$ cat config.mk
export PLATFORM = sky130hd
export DESIGN_NAME = ddr_cmd_arbiter
export DESIGN_NICKNAME = d
export VERILOG_FILES = /design/src/rtl/ddr_tg_pkg.sv /design/src/rtl/ddr_credit_counter.sv /design/src/rtl/ddr_cmd_arbiter.sv
export SDC_FILE = /design/constraint.sdc
export NUM_CORES = 1
export LEC_CHECK = 0
export CORE_ASPECT_RATIO = 1.4
export CORE_MARGIN = 4
export CORE_UTILIZATION = 39
export CTS_BUF_LIST = sky130_fd_sc_hd__clkbuf_4 sky130_fd_sc_hd__clkbuf_8 sky130_fd_sc_hd__clkbuf_16
export CTS_CLUSTER_DIAMETER = 50
export CTS_CLUSTER_SIZE = 24
export DETAILED_ROUTE_END_ITERATION = 8
export PLACE_DENSITY = 0.78
export SYNTH_ARGS = -nofsm -noshare
export SYNTH_HDL_FRONTEND = slang
export SYNTH_SLANG_ARGS = --single-unit
$ cat constraint.sdc
create_clock -name clk -period 1.9 [get_ports clk]
set_input_delay 0.285 -clock clk [delete_from_list [all_inputs] [get_ports clk]]
set_output_delay 0.285 -clock clk [all_outputs]
set_load 0.02 [all_outputs]
$ cat src/rtl/ddr_tg_pkg.sv
// Shared definitions for the DDR4 test generator command path:
// arbiter state encoding, requester side ids and beat geometry.
package ddr_tg_pkg;

    typedef enum logic [1:0] {
        S_IDLE  = 2'd0,
        S_ISSUE = 2'd1,
        S_ACK   = 2'd2
    } state_t;

    typedef enum logic {
        SIDE_WR = 1'b0,
        SIDE_RD = 1'b1
    } side_t;

    localparam int BEAT_BYTES = 64;
    localparam logic [3:0] RUN_MAX = 4'hF;

    function automatic logic [3:0] run_inc(input logic [3:0] run);
        return (run == RUN_MAX) ? run : run + 4'd1;
    endfunction

endpackage

$ cat src/rtl/ddr_credit_counter.sv
// Outstanding-command counter: +1 per issued command, -1 per completion,
// with a sticky flag for a completion that arrives while nothing is outstanding.
module ddr_credit_counter #(
    parameter int MAX_OUTSTANDING = 4
) (
    input  logic       clk,
    input  logic       reset_n,
    input  logic       inc,
    input  logic       dec,
    output logic [3:0] count,
    output logic       full,
    output logic       err_underflow
);

    localparam logic [3:0] MAX_CNT = 4'(MAX_OUTSTANDING);

    assign full = (count >= MAX_CNT);

    always_ff @(posedge clk or negedge reset_n) begin
        if (!reset_n) begin
            count         <= 4'd0;
            err_underflow <= 1'b0;
        end else begin
            // NOTE: state registers use non-blocking assignments so every flop
            // samples pre-edge values regardless of statement order.
            if (inc && !dec) begin
                if (count != MAX_CNT) count <= count + 4'd1;
            end else if (dec && !inc) begin
                if (count == 4'd0) err_underflow <= 1'b1;
                else               count         <= count - 4'd1;
            end
        end
    end

endmodule

$ cat src/rtl/ddr_cmd_arbiter.sv
// Weighted round-robin arbiter sharing one DDR command port between the write
// and read requesters, with a credit limit on commands in flight.
module ddr_cmd_arbiter #(
    parameter int ADDR_W          = 32,
    parameter int MAX_OUTSTANDING = 4,
    parameter int WR_WEIGHT       = 1,
    parameter int RD_WEIGHT       = 1
) (
    input  logic              clk,
    input  logic              reset_n,
    input  logic              wr_en,
    input  logic [ADDR_W-1:0] wr_addr,
    input  logic [3:0]        wr_burst_length,
    output logic              wr_finish,
    input  logic              rd_en,
    input  logic [ADDR_W-1:0] rd_addr,
    input  logic [7:0]        rd_burst_length,
    output logic              rd_finish,
    output logic              cmd_valid,
    input  logic              cmd_ready,
    output logic              cmd_rnw,
    output logic [ADDR_W-1:0] cmd_addr,
    output logic [7:0]        cmd_len,
    input  logic              cpl_valid,
    output logic [3:0]        outstanding,
    output logic              err_cpl_underflow
);

    import ddr_tg_pkg::*;

    localparam logic [3:0] WR_W = 4'(WR_WEIGHT);
    localparam logic [3:0] RD_W = 4'(RD_WEIGHT);

    state_t      state;
    side_t       last_side;
    logic [3:0]  run_cnt;
    logic        credit_full;
    logic        handshake;
    logic        want;
    side_t       pick;
    logic [7:0]  pick_len;

    assign handshake = cmd_valid && cmd_ready;

    ddr_credit_counter #(
        .MAX_OUTSTANDING(MAX_OUTSTANDING)
    ) u_credit (
        .clk           (clk),
        .reset_n       (reset_n),
        .inc           (handshake),
        .dec           (cpl_valid),
        .count         (outstanding),
        .full          (credit_full),
        .err_underflow (err_cpl_underflow)
    );

    always_comb begin
        // NOTE: every always_comb output gets a default first so no path
        // leaves it unassigned and infers a latch.
        want = wr_en || rd_en;
        pick = SIDE_WR;
        if (wr_en && rd_en) begin
            // Hand over once the last side has used up its run.
            if (last_side == SIDE_WR) pick = (run_cnt >= WR_W) ? SIDE_RD : SIDE_WR;
            else                      pick = (run_cnt >= RD_W) ? SIDE_WR : SIDE_RD;
        end else if (rd_en) begin
            pick = SIDE_RD;
        end
        pick_len = (pick == SIDE_RD) ? rd_burst_length : {4'd0, wr_burst_length};
    end

    always_ff @(posedge clk or negedge reset_n) begin
        if (!reset_n) begin
            state     <= S_IDLE;
            cmd_valid <= 1'b0;
            cmd_rnw   <= 1'b0;
            cmd_addr  <= '0;
            cmd_len   <= 8'd0;
            wr_finish <= 1'b0;
            rd_finish <= 1'b0;
            // Read's run starts exhausted, so the first contention goes to write.
            last_side <= SIDE_RD;
            run_cnt   <= RUN_MAX;
        end else begin
            wr_finish <= 1'b0;
            rd_finish <= 1'b0;
            case (state)
                S_IDLE: begin
                    if (want && !credit_full) begin
                        cmd_rnw   <= (pick == SIDE_RD);
                        cmd_addr  <= (pick == SIDE_RD) ? rd_addr : wr_addr;
                        cmd_len   <= pick_len;
                        cmd_valid <= (pick_len != 8'd0);
                        run_cnt   <= (pick == last_side) ? run_inc(run_cnt) : 4'd1;
                        last_side <= pick;
                        state     <= S_ISSUE;
                    end
                end
                S_ISSUE: begin
                    // Zero-length commands are consumed without touching the port.
                    if (cmd_len == 8'd0 || handshake) begin
                        cmd_valid <= 1'b0;
                        wr_finish <= !cmd_rnw;
                        rd_finish <= cmd_rnw;
                        state     <= S_ACK;
                    end
                end
                S_ACK:   state <= S_IDLE;
                default: state <= S_IDLE;
            endcase
        end
    end

endmodule

==> results of run 1 <==
[cell usage after synthesis (all sizes together)]
cell and n:
o21ai 8, nor2 1, nand2b 2, o211ai 36, nor4 4, o2bb2ai 1
or2 1, fa 1, clkbuf 12, nand3 1, nand4 38, a2bb2oi 1
a21oi 6, dfstp 5, nor4b 2, or4 3, xor2 3, and3 1
mux2 4, o22ai 3, a41o 1, dfrtp 51, buf 15, or3b 1
a22o 2, and2b 1, ha 5, o221a 1, and2 2, inv 4
o21a 1, nand2 90, mux2i 1, a21o 2, a31o 1, nor2b 1
[placed cells by master, fill, tap and decap left out, drive strengths merged, types with 4 or more instances in the layout]
cell type      Yosys  routed
o21ai              8       8
nand2             90      90
a21oi              6       6
o211ai            36      36
mux2               4       4
buf               15      26
dfstp              5       5
ha                 5       5
clkdlybuf4s50      0     127
inv                4       4
nand4             38      38
clkbuf            12       8
nor4               4       4
dfrtp             51      51
[flip-flops by register name, summed over array words and instances, names as in the netlist]
signal	cells
cmd_addr	32
cmd_len	8
run_cnt	4
u_credit.count	4
state	2
cmd_rnw	1
cmd_valid	1
last_side	1
rd_finish	1
u_credit.err_underflow	1
wr_finish	1
[worst reg2reg max path: cells and delay by family, from the launching register on]
kind                     cells  cell delay, ps
multiplexers                 1             360
AND/OR/NAND/NOR              2             430
buffers and inverters        2             210
adder cells (fa/ha/maj)      1             150
flip-flops                   1             540
AO/OA/AOI/OAI                1             170
[report_power, final]
| part | internal [mW] | switching [mW] |
|---|---|---|
| Combinational | 2.01 | 2.06 |
| Clock | 0.289 | 0.369 |
| Sequential | 1.77 | 0.434 |
[area by class of cell]
| class | count | area (um2) |
|---|---|---|
| Clock buffer | 7 | 83.8 |
| Inverter | 4 | 15.0 |
| Clock inverter | 1 | 5.00 |
| Timing Repair Buffer | 156 | 1590 |
| Tap cell | 97 | 121 |
| Fill cell | 649 | 2760 |
| Multi-Input combinational cell | 225 | 1510 |
| Sequential cell | 56 | 1410 |
[what timing repair did]
item | CTS | global route
endpoints found under the hold margin | 22 | 0
cloned | 0 | 1
gates resized for setup | 2 | 3
hold buffers | 1 | 0
pin swaps | 7 | 11
buffers inserted | 0 | 2
endpoints found under the setup margin | 41 | 42
[layer usage]
| layer | vias to the layer above | GRT usage |
|---|---|---|
| met5 | - | 0 |
| met4 | 0 | 0.0622 |
| met3 | 11 | 0.0289 |
| met2 | 101 | 0.330 |
| met1 | 1427 | 0.243 |
| li1 | 1402 | - |
[path summary, 6_finish.rpt]
kind	endpoint	startpoint	slack, ps	cells after the start
setup / recovery	cmd_addr[24]	run_cnt[1]	-40	7
hold / removal	cmd_addr[11]	cmd_addr[11]	490	2
setup reg to reg	cmd_addr[24]	run_cnt[1]	-40	7
hold reg to reg	cmd_addr[11]	cmd_addr[11]	490	2
max in group asynchronous	run_cnt[1]	reset_n	750	3
min in group asynchronous	cmd_addr[28]	reset_n	500	2
[per-stage QoR]
step	TNS (ps)	setup slack, ps	power [mW]
6_report	-582	-44.7	6.94
3_3_place_gp	-1600	-379	6.16
5_1_grt	-3610	-125	7.45
4_1_cts	-801	-45.6	6.96
2_1_floorplan	-1620	-70.2	4.47
3_5_place_dp	-2320	-424	6.27
[kinds of logic after synthesis]
family,synth area share
compound gates,0.179
buf+inv,0.0607
simple gates,0.243
xor+xnor,0.00862
fa+ha+maj,0.0271
flops,0.462
mux,0.0193
==> results.sh, run 1 <==
export IMPL_status="complete, but fails checks"
export IMPL_violated_checks="negative setup slack"
export IMPL_yosysUniqueCellTypes=44
export IMPL_grt_first_pass_wirelength_mm=14.3
export IMPL_drtPass1Iterations=4
export IMPL_finish_instance_area_mm2=0.00474
export IMPL_number_of_levels_the_h_tree_was_split_into=2
export IMPL_cts_max_path_buffers=2
export IMPL_area_growth_synth_to_final_pct=55.5
export IMPL_floorplan_initialDensity=0.407
export IMPL_hold_wc_path_type="flip-flop to flip-flop"
export IMPL_post_route_worst_setup_slack_ps=-44.7
export IMPL_grt_total_usage=0.193
export IMPL_routedWlPerCell_um=16.2
export IMPL_critical_path_class="flip-flop to flip-flop"
export IMPL_finalSetupViolations=32
export IMPL_fin_worst_skew_ps=8.90
export IMPL_via_count=2941
export IMPL_vias_per_cell=5.39
export IMPL_critPathMaxFanout=8
export IMPL_grt_pass1_vias=2967
export IMPL_maxSlewViolCount=0
export IMPL_synth_yosys_warnings=0
export IMPL_synth_largest_area_cell="sky130_fd_sc_hd__dfrtp_1"
export IMPL_final_instance_count_excl_fill=546
export IMPL_detailedRoute_firstIterationViolations=149
export IMPL_synth_seq_cells=56
export IMPL_slowest_stage_delay_on_critical_path_ps=540
export IMPL_met1_length_mm=3.49
export IMPL_final_period_utilization=1.02
export IMPL_pleak_nw=1.93
export IMPL_num_antenna_cells=0
export IMPL_boundaryPins=131
export IMPL_cp_cell_sequence="inv_2, ha_4, nor4b_4, mux2_4, and2_4, clkbuf_16, o211ai_1"
export IMPL_die_area_mm2=0.00932
export IMPL_clock_sinks=56
export IMPL_detail_route_wirelength_mm=8.86
export IMPL_critPathSlowestCell="sky130_fd_sc_hd__dfstp_2"
export IMPL_worstSetupEndpointType="flip-flop"
export IMPL_finalWeightedCongestion=0.765
export IMPL_worst_ep_arrival_time_ps=2170
export IMPL_synth_sequential_area_ratio=0.462
export IMPL_grt_remaining_overflow=0
export IMPL_worst_ir_drop_vdd_mv=0.724
export IMPL_synthCells=312
export IMPL_route_detailed_drc=0
export IMPL_post_route_cells_drive_above_1_share=0.178
export IMPL_cts_made_buffers=5
export IMPL_highest_layer="met4"
export IMPL_worstPathRequired_ps=2120
export IMPL_startpoint_kind_of_the_worst_setup_timing_path="flip-flop"
export IMPL_critical_path_top_delay_family="flip-flops"
export IMPL_numPortBuffers=130
export IMPL_die_h_um=113
export IMPL_synth_largest_type_area_fraction=0.419
export IMPL_synth_area_per_cell_um2=9.77
export IMPL_number_of_antenna_violations_at_the_first_check_in_global_routing=0
export IMPL_placed_cell_area_mm2=0.00458
export IMPL_nets=536
export IMPL_tritoncts_clock_tree="built"
export IMPL_clk_pin_slew_worst_paths_ps=100
export IMPL_worst_skew_pair_late_latency_ps=310
export IMPL_utilization=0.632
export IMPL_antenna_violating_nets_post_route=0
export IMPL_fin_worst_hold_slack_ps=495
export IMPL_max_cap_violations=0
export IMPL_placed_cells_incl_taps=534
export IMPL_hpwl_mm=6.64
export IMPL_synth_cell_area_mm2=0.00305
export IMPL_critPathBufInv=2
export IMPL_yosys_top_cells_area="sky130_fd_sc_hd__dfrtp_1 (42%), sky130_fd_sc_hd__nand2_1 (11%), sky130_fd_sc_hd__o211ai_2 (8.2%), sky130_fd_sc_hd__nand4_1 (7.8%), sky130_fd_sc_hd__dfstp_2 (4.3%)"
export IMPL_achievable_frequency_mhz=514
export IMPL_rsz0062_at_grt="true"
export IMPL_timing_slew_headroom=0.618
export IMPL_post_syn_nets=400
export IMPL_met3_length_um=446
export IMPL_core_area_mm2=0.00750
export IMPL_tightest_slew_ps=572
export IMPL_power_density_cell_area_mw_per_mm2=1460
export IMPL_cts_root_buf="sky130_fd_sc_hd__clkbuf_8"
export IMPL_metal2_wl_mm=4.74
export IMPL_period_minus_slack_ps=1940
export IMPL_grt_max_degree=45
export IMPL_row_count=37
export IMPL_die_width_um=82.7
export IMPL_hold_viol=0
(Power assumes the default switching activity.)
==> run 2, diff against run 1 <==
--- a/config.mk
+++ b/config.mk
@@ -7,12 +7,14 @@
 export LEC_CHECK = 0
 export CORE_ASPECT_RATIO = 1.4
 export CORE_MARGIN = 4
-export CORE_UTILIZATION = 39
+export CORE_UTILIZATION = 57
 export CTS_BUF_LIST = sky130_fd_sc_hd__clkbuf_4 sky130_fd_sc_hd__clkbuf_8 sky130_fd_sc_hd__clkbuf_16
 export CTS_CLUSTER_DIAMETER = 50
 export CTS_CLUSTER_SIZE = 24
 export DETAILED_ROUTE_END_ITERATION = 8
-export PLACE_DENSITY = 0.78
+export DONT_BUFFER_PORTS = 1
+export PLACE_DENSITY = 0.75
 export SYNTH_ARGS = -nofsm -noshare
 export SYNTH_HDL_FRONTEND = slang
+export SYNTH_HIERARCHICAL = 1
 export SYNTH_SLANG_ARGS = --single-unit
==> run 2 against run 1 <==
Against the previous run: the flow still finishes with violations (negative setup slack); power decreased by 13%; clock power increased by 10%; hold slack got worse by 400 ps; synthesized cell count increased by 1.9%; final cell count decreased by 28%; sequential cell count unchanged; register-to-register slack got worse by 30 ps; combinational power decreased by 37%; sequential share of layout area increased by 10 points; largest cell class is now multi-input combinational cells; largest power group is now sequential cells.
==> results.sh, run 2 <==
export IMPL_status="complete, but fails checks"
export IMPL_violated_checks="negative setup slack"
export IMPL_most_flop_heavy_register="cmd_addr"
export IMPL_finalSetupViolations=37
export IMPL_rsz0062_at_grt="true"
export IMPL_finalWeightedCongestion=0.802
export IMPL_synth_async_sr_flop_share=1.00
export IMPL_power_density_cell_area_mw_per_mm2=1710
export IMPL_maxSlewViolCount=0
export IMPL_grt_max_degree=57
export IMPL_clock_sinks=56
export IMPL_synth_yosys_warnings=6
export IMPL_tritoncts_clock_tree="built"
export IMPL_post_route_cells_drive_above_1_share=0.277
export IMPL_postSynth_topFlopCell="sky130_fd_sc_hd__dfrtp_1"
export IMPL_worst_r2r_path_depth=8
export IMPL_post_route_worst_setup_slack_ps=-78.7
export IMPL_synth_seq_cells=56
export IMPL_hold_viol=0
export IMPL_critPathMaxFanout=14
export IMPL_r2r_start="run_cnt[1]"
export IMPL_routedWlPerCell_um=19.5
export IMPL_final_instance_count_excl_fill=395
export IMPL_achievable_frequency_mhz=505
export IMPL_timing_reg2reg_setup_slack_ps=-80
export IMPL_fin_worst_skew_ps=8.32
export IMPL_die_h_um=96.1
export IMPL_max_cap_violations=0
export IMPL_grt_pass1_vias=2522
export IMPL_regToRegEndpoint="cmd_addr[26]"
export IMPL_synth_cells_most_frequent="sky130_fd_sc_hd__nand2_1 (90), sky130_fd_sc_hd__dfrtp_1 (51), sky130_fd_sc_hd__nand4_1 (36)"
export IMPL_grt_remaining_overflow=0
export IMPL_synth_cell_area_mm2=0.00316
export IMPL_vias_per_cell=6.37
export IMPL_final_cell_mix="sky130_fd_sc_hd__nand2_1 (90), sky130_fd_sc_hd__dfrtp_1 (49), sky130_fd_sc_hd__nand4_1 (36), sky130_fd_sc_hd__o211ai_2 (30), sky130_fd_sc_hd__buf_4 (17)"
export IMPL_grt_total_usage=0.225
export IMPL_hpwl_mm=5.69
export IMPL_synth_largest_type_area_fraction=0.404
export IMPL_synthCells=318
export IMPL_hold_wc_path_type="input port to flip-flop"
export IMPL_detail_route_wirelength_mm=7.69
export IMPL_route_detailed_drc=0
export IMPL_cts_root_buf="sky130_fd_sc_hd__clkbuf_8"
export IMPL_antenna_violating_nets_post_route=0
export IMPL_via_count=2517
export IMPL_post_syn_nets=408
export IMPL_synth_area_per_cell_um2=9.93
export IMPL_die_width_um=70.9
export IMPL_core_area_mm2=0.00528
export IMPL_drtPass1Iterations=4
export IMPL_synth_sequential_area_ratio=0.446
export IMPL_row_count=31
export IMPL_largestRegisters="cmd_addr: 32 flops, cmd_len: 8 flops"
export IMPL_tightest_slew_ps=395
export IMPL_floorplan_initialDensity=0.599
export IMPL_startpoint_kind_of_the_worst_setup_timing_path="flip-flop"
export IMPL_nets=418
export IMPL_cts_max_path_buffers=2
export IMPL_synth_largest_area_cell="sky130_fd_sc_hd__dfrtp_1"
export IMPL_yosysUniqueCellTypes=46
export IMPL_worst_ir_drop_vdd_mv=0.758
export IMPL_yosys_top_cells_area="sky130_fd_sc_hd__dfrtp_1 (40%), sky130_fd_sc_hd__o211ai_2 (12%), sky130_fd_sc_hd__nand2_1 (11%), sky130_fd_sc_hd__nand4_1 (7.1%), sky130_fd_sc_hd__dfstp_2 (4.2%)"
export IMPL_number_of_levels_the_h_tree_was_split_into=2
export IMPL_boundaryPins=131
export IMPL_die_area_mm2=0.00681
export IMPL_clk_pin_slew_worst_paths_ps=100
export IMPL_worstSetupEndpointType="flip-flop"
export IMPL_placed_cells_incl_taps=382
export IMPL_number_of_antenna_violations_at_the_first_check_in_global_routing=0
export IMPL_timing_setup_tns_ps=-1310
export IMPL_period_minus_slack_ps=1980
export IMPL_largest_register_ff_count=32
export IMPL_numPortBuffers=0
export IMPL_grt_first_pass_wirelength_mm=12.3
export IMPL_pleak_nw=1.51
export IMPL_detailedRoute_firstIterationViolations=100
export IMPL_critical_path_startpoint="run_cnt[1]"
export IMPL_cts_made_buffers=5
export IMPL_worstPathRequired_ps=2110
export IMPL_layout_cells_most_common="sky130_fd_sc_hd__nand2_1"
export IMPL_synth_edf_count=0
export IMPL_worst_skew_pair_late_latency_ps=320
export IMPL_synthMostInstantiatedCell="sky130_fd_sc_hd__nand2_1"
export IMPL_timing_slew_headroom=0.734
export IMPL_area_growth_synth_to_final_pct=12.4
export IMPL_worst_ep_arrival_time_ps=2180
export IMPL_critical_path_class="flip-flop to flip-flop"
export IMPL_worstSetupEndpoint="cmd_addr[26]"
export IMPL_num_antenna_cells=0
export IMPL_final_period_utilization=1.04
run 2: worst max-delay path, stage by stage (launching register included):
cell and delay, ps:
sky130_fd_sc_hd__dfstp_2 550, sky130_fd_sc_hd__inv_2 50, sky130_fd_sc_hd__ha_4 150, sky130_fd_sc_hd__nor4b_4 260, sky130_fd_sc_hd__mux2_4 350, sky130_fd_sc_hd__buf_4 150
sky130_fd_sc_hd__buf_8 140, sky130_fd_sc_hd__nand4_1 120, sky130_fd_sc_hd__o211ai_2 100
run 2: report_power, final:
| part | internal (mW) | switching (mW) |
|---|---|---|
| Clock | 0.348 | 0.376 |
| Sequential | 1.77 | 1.00 |
| Combinational | 1.22 | 1.35 |
run 2: final cells by class:
| cell class | instances | area (um2) |
|---|---|---|
| sequential | 56 | 1410 |
| clock buffer | 8 | 104 |
| multi-input combinational | 230 | 1570 |
| tap | 66 | 82.6 |
| fill | 433 | 1730 |
| inverter | 6 | 25.0 |
| timing repair buffer | 29 | 354 |
run 2: cells by family after synthesis:
kind of cell             Yosys count  synth area share
AND/OR/NAND/NOR                  154             0.244
AO/OA/AOI/OAI                     61             0.187
flip-flops                        56             0.446
buffers and inverters             32            0.0665
adder cells (fa/ha/maj)            8            0.0341
multiplexers                       4            0.0147
XOR/XNOR                           3           0.00832
run 2: what timing repair did:
item | in CTS | in global routing
endpoints found under the hold margin | 56 | 0
hold buffers | 2 | 0
buffers inserted | 2 | 0
setup endpoints to repair | 44 | 46
gates resized for setup | 5 | 7
pin swaps | 39 | 6
gates cloned | 1 | 0
run 2: worst min-delay path by stage:
stage                                   from                 to  slack, ps  depth (start not counted)
after floorplan                      reset_n        cmd_addr[0]        -10                          0
after global placement               reset_n  u_credit/count[1]         -9                          0
after detailed placement             reset_n  u_credit/count[1]         -9                          0
after CTS                 rd_burst_length[5]         cmd_len[5]         90                          2
after global routing      rd_burst_length[7]         cmd_len[7]        100                          2
final                     rd_burst_length[5]         cmd_len[5]         90                          2
run 2: stage by stage:
step                      area [um2]  total power [mW]  hold slack [ps]  utilization  worst slack [ps]
after global routing            3550              6.47             97.9        0.673              -150
final                           3550              6.06             92.0        0.673             -78.7
after detailed placement        3320              5.23            -9.07        0.630              -112
after global placement          3320              5.13            -9.25        0.630             -26.9
after floorplan                 3170              4.56            -10.6            -             -72.4
after CTS                       3520              6.08             87.3        0.668             -71.2
run 2: metal layers:
| metal | vias to the layer above | GRT usage | share of wire |
|---|---|---|---|
| li1 | 1164 | - | - |
| met1 | 1205 | 0.261 | 0.37 |
| met2 | 127 | 0.400 | 0.52 |
| met3 | 21 | 0.0596 | 0.090 |
| met4 | 0 | 0.0815 | 0.021 |
| met5 | - | 0 | 0 |
